--- src/rtl/shift_pulse_seq_if.sv ---
// Control and status bundle for shift_pulse_seq.
// The master drives the requests and the pacing tick; the slave returns the strobe and status.
interface shift_pulse_seq_if #(
  parameter int CNT_W = 4
);
  logic             load;
  logic             abort;
  logic             sample_en;
  logic             rshift;
  logic             busy;
  logic             done;
  logic [CNT_W-1:0] shift_count;
  logic [2:0]       st;

  modport master (
    output load, abort, sample_en,
    input  rshift, busy, done, shift_count, st
  );

  modport slave (
    input  load, abort, sample_en,
    output rshift, busy, done, shift_count, st
  );
endinterface

--- src/rtl/shift_pulse_seq.sv ---
// Emits a train of NUM_SHIFTS one-cycle shift strobes, paced by sample_en, with
// an optional lead-in, inter-pulse gap, abort, done strobe and auto-reload.
module shift_pulse_seq #(
  parameter int NUM_SHIFTS   = 10,
  parameter int CNT_W        = 4,
  parameter int LEAD_SAMPLES = 0,
  parameter int GAP_SAMPLES  = 1,
  parameter int AUTO_RELOAD  = 0
) (
  input  logic             clk,
  input  logic             rst_n,
  shift_pulse_seq_if.slave bus
);

  typedef enum logic [2:0] {
    IDLE  = 3'd0,
    LEAD  = 3'd1,
    SHIFT = 3'd2,
    GAP   = 3'd3,
    DONE  = 3'd4
  } state_e;

  // A frame begins in LEAD only when there is a lead-in to swallow.
  localparam state_e           START_ST  = (LEAD_SAMPLES > 0) ? LEAD : SHIFT;
  localparam logic [3:0]       LEAD_LAST = 4'((LEAD_SAMPLES > 0) ? LEAD_SAMPLES - 1 : 0);
  localparam logic [3:0]       GAP_LAST  = 4'((GAP_SAMPLES  > 0) ? GAP_SAMPLES  - 1 : 0);
  localparam logic [CNT_W-1:0] NUM_C     = CNT_W'(NUM_SHIFTS);

  state_e           state_q, state_d;
  logic [3:0]       smp_q, smp_d;
  logic [CNT_W-1:0] cnt_q, cnt_d;
  logic [CNT_W-1:0] cnt_inc;
  logic             rshift_c, done_c;

  always_ff @(posedge clk or negedge rst_n) begin
    if (!rst_n) begin
      state_q <= IDLE;
      smp_q   <= '0;
      cnt_q   <= '0;
    end else begin
      state_q <= state_d;
      smp_q   <= smp_d;
      cnt_q   <= cnt_d;
    end
  end

  assign cnt_inc = cnt_q + 1'b1;

  always_comb begin
    state_d  = state_q;
    smp_d    = smp_q;
    cnt_d    = cnt_q;
    rshift_c = 1'b0;
    done_c   = 1'b0;
    if (bus.abort) begin
      // Abort wins over load, sample_en and the done strobe.
      state_d = IDLE;
      smp_d   = '0;
      cnt_d   = '0;
    end else begin
      case (state_q)
        IDLE: begin
          if (bus.load) begin
            state_d = START_ST;
            smp_d   = '0;
            cnt_d   = '0;
          end
        end
        LEAD: begin
          if (bus.sample_en) begin
            if (smp_q == LEAD_LAST) begin
              state_d = SHIFT;
              smp_d   = '0;
            end else begin
              smp_d = smp_q + 4'd1;
            end
          end
        end
        SHIFT: begin
          if (bus.sample_en) begin
            rshift_c = 1'b1;
            cnt_d    = cnt_inc;
            if (cnt_inc == NUM_C)   state_d = DONE;
            else if (GAP_SAMPLES > 0) state_d = GAP;
          end
        end
        GAP: begin
          if (bus.sample_en) begin
            if (smp_q == GAP_LAST) begin
              state_d = SHIFT;
              smp_d   = '0;
            end else begin
              smp_d = smp_q + 4'd1;
            end
          end
        end
        DONE: begin
          done_c = 1'b1;
          if (AUTO_RELOAD != 0) begin
            state_d = START_ST;
            smp_d   = '0;
            cnt_d   = '0;
          end else begin
            state_d = IDLE;
          end
        end
        default: begin
          state_d = IDLE;
          smp_d   = '0;
        end
      endcase
    end
  end

  assign bus.rshift      = rshift_c;
  assign bus.done        = done_c;
  assign bus.busy        = (state_q == LEAD) || (state_q == SHIFT) ||
                           (state_q == GAP)  || (state_q == DONE);
  assign bus.shift_count = cnt_q;
  assign bus.st          = state_q;

endmodule

--- src/flat_wrapper.sv ---
// flat-port wrapper written by rule: the top's interface ports become plain ports
module shift_pulse_seq_flat 
#(
  parameter int NUM_SHIFTS   = 10,
  parameter int CNT_W        = 4,
  parameter int LEAD_SAMPLES = 0,
  parameter int GAP_SAMPLES  = 1,
  parameter int AUTO_RELOAD  = 0
)
  (clk, rst_n, bus_load, bus_abort, bus_sample_en, bus_rshift, bus_busy, bus_done, bus_shift_count, bus_st);
  shift_pulse_seq_if #(.CNT_W(CNT_W)) bus_i ();
  input  logic clk;
  input  logic rst_n;
  input wire logic [$bits(bus_i.load)-1:0] bus_load;
  input wire logic [$bits(bus_i.abort)-1:0] bus_abort;
  input wire logic [$bits(bus_i.sample_en)-1:0] bus_sample_en;
  output wire logic [$bits(bus_i.rshift)-1:0] bus_rshift;
  output wire logic [$bits(bus_i.busy)-1:0] bus_busy;
  output wire logic [$bits(bus_i.done)-1:0] bus_done;
  output wire logic [$bits(bus_i.shift_count)-1:0] bus_shift_count;
  output wire logic [$bits(bus_i.st)-1:0] bus_st;
  assign bus_i.load = bus_load;
  assign bus_i.abort = bus_abort;
  assign bus_i.sample_en = bus_sample_en;
  assign bus_rshift = bus_i.rshift;
  assign bus_busy = bus_i.busy;
  assign bus_done = bus_i.done;
  assign bus_shift_count = bus_i.shift_count;
  assign bus_st = bus_i.st;
  shift_pulse_seq #(.NUM_SHIFTS(NUM_SHIFTS), .CNT_W(CNT_W), .LEAD_SAMPLES(LEAD_SAMPLES), .GAP_SAMPLES(GAP_SAMPLES), .AUTO_RELOAD(AUTO_RELOAD)) u_core (.clk(clk), .rst_n(rst_n), .bus(bus_i));
endmodule
--- config.mk ---
export PLATFORM = sky130hd
export DESIGN_NAME = shift_pulse_seq_flat
export DESIGN_NICKNAME = d
export VERILOG_FILES = /design/src/rtl/shift_pulse_seq_if.sv /design/src/rtl/shift_pulse_seq.sv /design/src/flat_wrapper.sv
export SDC_FILE = /design/constraint.sdc
export NUM_CORES = 1
export LEC_CHECK = 0
export CAP_MARGIN = 25
export CORE_MARGIN = 2
export CORE_UTILIZATION = 35
export CTS_CLUSTER_DIAMETER = 50
export CTS_CLUSTER_SIZE = 30
export DETAILED_ROUTE_END_ITERATION = 6
export PLACE_DENSITY = 0.64
export SYNTH_ARGS = -nofsm -noshare
export SYNTH_HDL_FRONTEND = slang
export SYNTH_SLANG_ARGS = --single-unit
export TNS_END_PERCENT = 50
--- constraint.sdc ---
create_clock -name clk -period 2.01 [get_ports clk]
set_input_delay 0.3015 -clock clk [delete_from_list [all_inputs] [get_ports clk]]
set_output_delay 0.3015 -clock clk [all_outputs]
set_load 0.05 [all_outputs]
==> metrics <==
CP startpoint u_core.bus.shift_count[0]; largest net degree at the start of global routing 12; Finished Layout Cells 121; status completed; worst clock skew 0.000889 ns; DRT antenna net count 0; Clk Latency, worst-skew pair 0.27 ns; CP top delay family buffers and inverters; CP endpoint kind output pin; first-pass GRT wire length 2900 um; Worst path slowest cell clkdlybuf4s50_1; Via density 5.01; Clock Root Buffer clkbuf_4; fill cell count approximately 200; number of DRC markers in iteration 0 7; Seq cells post-synth 11; Initial Util 36.7%; Worst Hold Class input pin to asynchronous set/reset pin; # IOs 15; GRT overflow 0; ANT cells 0; layout cell share with drive strength beyond 1 between 10% and 20%; area share of the largest cell type after synthesis about 40%; Max stage delay on crit path 0.85 ns; CTS tree yes; reg-to-reg slack, setup 0.38 ns; reg2reg path depth 4; Die H 48.9 um; Syn Nets 85; pin slew with the least headroom to its limit between 0.5 and 0.6 ns; Worst EP arrival 1.60 ns; initial antenna violation count 0; CP Class flip-flop to output pin; CTS clock-pin slew for the worst setup and hold paths 0.07 ns; PD cells 522 mW/mm^2; final setup fails 0; static leakage 0.000401 uW; synth unique cells 33; cts repair resizes 0; synth top area cells dfrtp_1 39%, ha_1 7.1%, o21ai_0 5.0%, nand2_1 4.3%, inv_1 3.2%; most common cell after layout, fill and taps aside dfrtp_1; f_max 527 MHz; Synth Area per Inst just over 9 um^2; commonest non-fill, non-tap cells in the layout 11 x dfrtp_1, 8 x nand2_1, 8 x clkdlybuf4s50_1; DP Wirelength 1180 um; Critical Path Fanout Max 8; Max-Cap Viols 0; Placer Congestion 0.732; final wirelength 1520 um; nets 104; crit path time final 1.90 ns; Cell Rows 16; postcts setup bufs 0; Sum Neg Setup Slack 0 ns; 1st-pass router iterations 3; clock buffer depth 2; biggest area consumer among synthesized cells dfrtp_1; CP startpoint kind flip-flop; Synth Flop Type dfrtp_1; vias in the first global route between 600 and 700; Final Hold Viols 0; worst setup path end bus_shift_count[0]; critical-path cell list clkdlybuf4s50_1; sequential-to-total area share from yosys stat 39.1%; FF-to-FF Start u_core.bus.st[1]; cell depth of the worst setup path 1; Hold-fix buffers, CTS 0; Die X 48.9 um; Relative slew margins between 60% and 70%; CTS Buf Count 3; ys async rst share 100%; GRT Util Overall 16.0%; htree depth 1; Post-synth EDFFs 0; yosys warns 0; port buffer count 14; WL per Instance 12.5 um; Remaining DRCs 0; Total Power 496 uW; synth-to-layout area growth 34.8%; RSZ-0062 raised after global routing false; clock sink count 11; Core ar. just under 0.002 mm^2; final worst path period share 94.5%; synthesized instance count 76; RR Endpoint u_core.smp_q[2]; CP Data Required Time 1.71 ns; vias slightly above 600; Synth Cell Area 704 um^2; dpl cells 117; peak supply drop 0.000283 V; Die ar. around 0.0024 mm^2; max-slew violations 0; Bufs and invs on worst path 1
metal layers:
metal,vias to the layer above,global-route usage (%),part of all wire [%]
li1,306,-,-
met1,288,18.3,45
met2,10,26.9,50
met3,2,6.13,4.4
met4,0,5.71,1.1
met5,-,0,0
metrics by stage:
| step | hold WS [ns] | area [um^2] | setup slack [ns] | util (%) |
|---|---|---|---|---|
| floorplan | 0.00591 | 719 | -0.0589 | - |
| global placement | 0.543 | 921 | 0.203 | 47.9 |
| detailed placement | 0.548 | 921 | 0.175 | 47.9 |
| CTS | 0.379 | 947 | 0.0787 | 49.3 |
| global route | 0.403 | 950 | 0.0240 | 49.4 |
| finish | 0.361 | 950 | 0.111 | 49.4 |
power breakdown:
| part | internal [uW] | leakage (uW) | switching (uW) |
|---|---|---|---|
| clock | 76.9 | 0.0000150 | 77.8 |
| sequential | 225 | 0.000151 | 11.5 |
| combinational | 44.1 | 0.000234 | 60.2 |
synthesized netlist by cell type, types with 2 or more instances:
cell type and count:
nand3_1 2, and2_1 2, dfrtp_1 11, nor4b_1 2, nor2_1 5, ha_1 4, nor3b_1 2, inv_1 6
o21ai_0 7, nand2_1 8, a21oi_1 4, a21boi_0 2
final cells by class:
cell class	count	area [um^2]	area share (%)
Clock buffer	4	26.3	2.77
Inverter	6	22.5	2.37
Multi-Input combinational cell	56	402	42.3
Sequential cell	11	275	29.0
Tap cell	27	33.8	3.56
Timing Repair Buffer	17	190	20.0
sequential cells by signal, indices dropped and copies added (netlist names):
name,flops
u_core.bus.shift_count,4
u_core.smp_q,4
u_core.bus.st,3
worst min path at each step:
stage	from	to	slack, ns	cells after the start
after floorplan	rst_n	u_core.bus.shift_count[0]	0.006	0
after global placement	u_core.smp_q[2]	u_core.smp_q[2]	0.54	1
after detailed placement	u_core.smp_q[2]	u_core.smp_q[2]	0.55	1
after CTS	rst_n	u_core.bus.st[1]	0.38	1
after global routing	rst_n	u_core.bus.st[1]	0.40	1
final	rst_n	u_core.smp_q[1]	0.36	1
logic make-up (layout without fill, tap and decap cells):
kind of cell / count (synthesis) / after routing / share of synthesized area (%)
flops: 11 / 11 / 39.1
xor+xnor: 2 / 2 / 2.49
buf+inv: 9 / 27 / 6.04
fa+ha+maj: 4 / 4 / 7.11
compound gates: 20 / 20 / 19.2
simple gates: 28 / 28 / 23.1
mux: 2 / 2 / 3.02
Power figures use the tool's default switching activity.
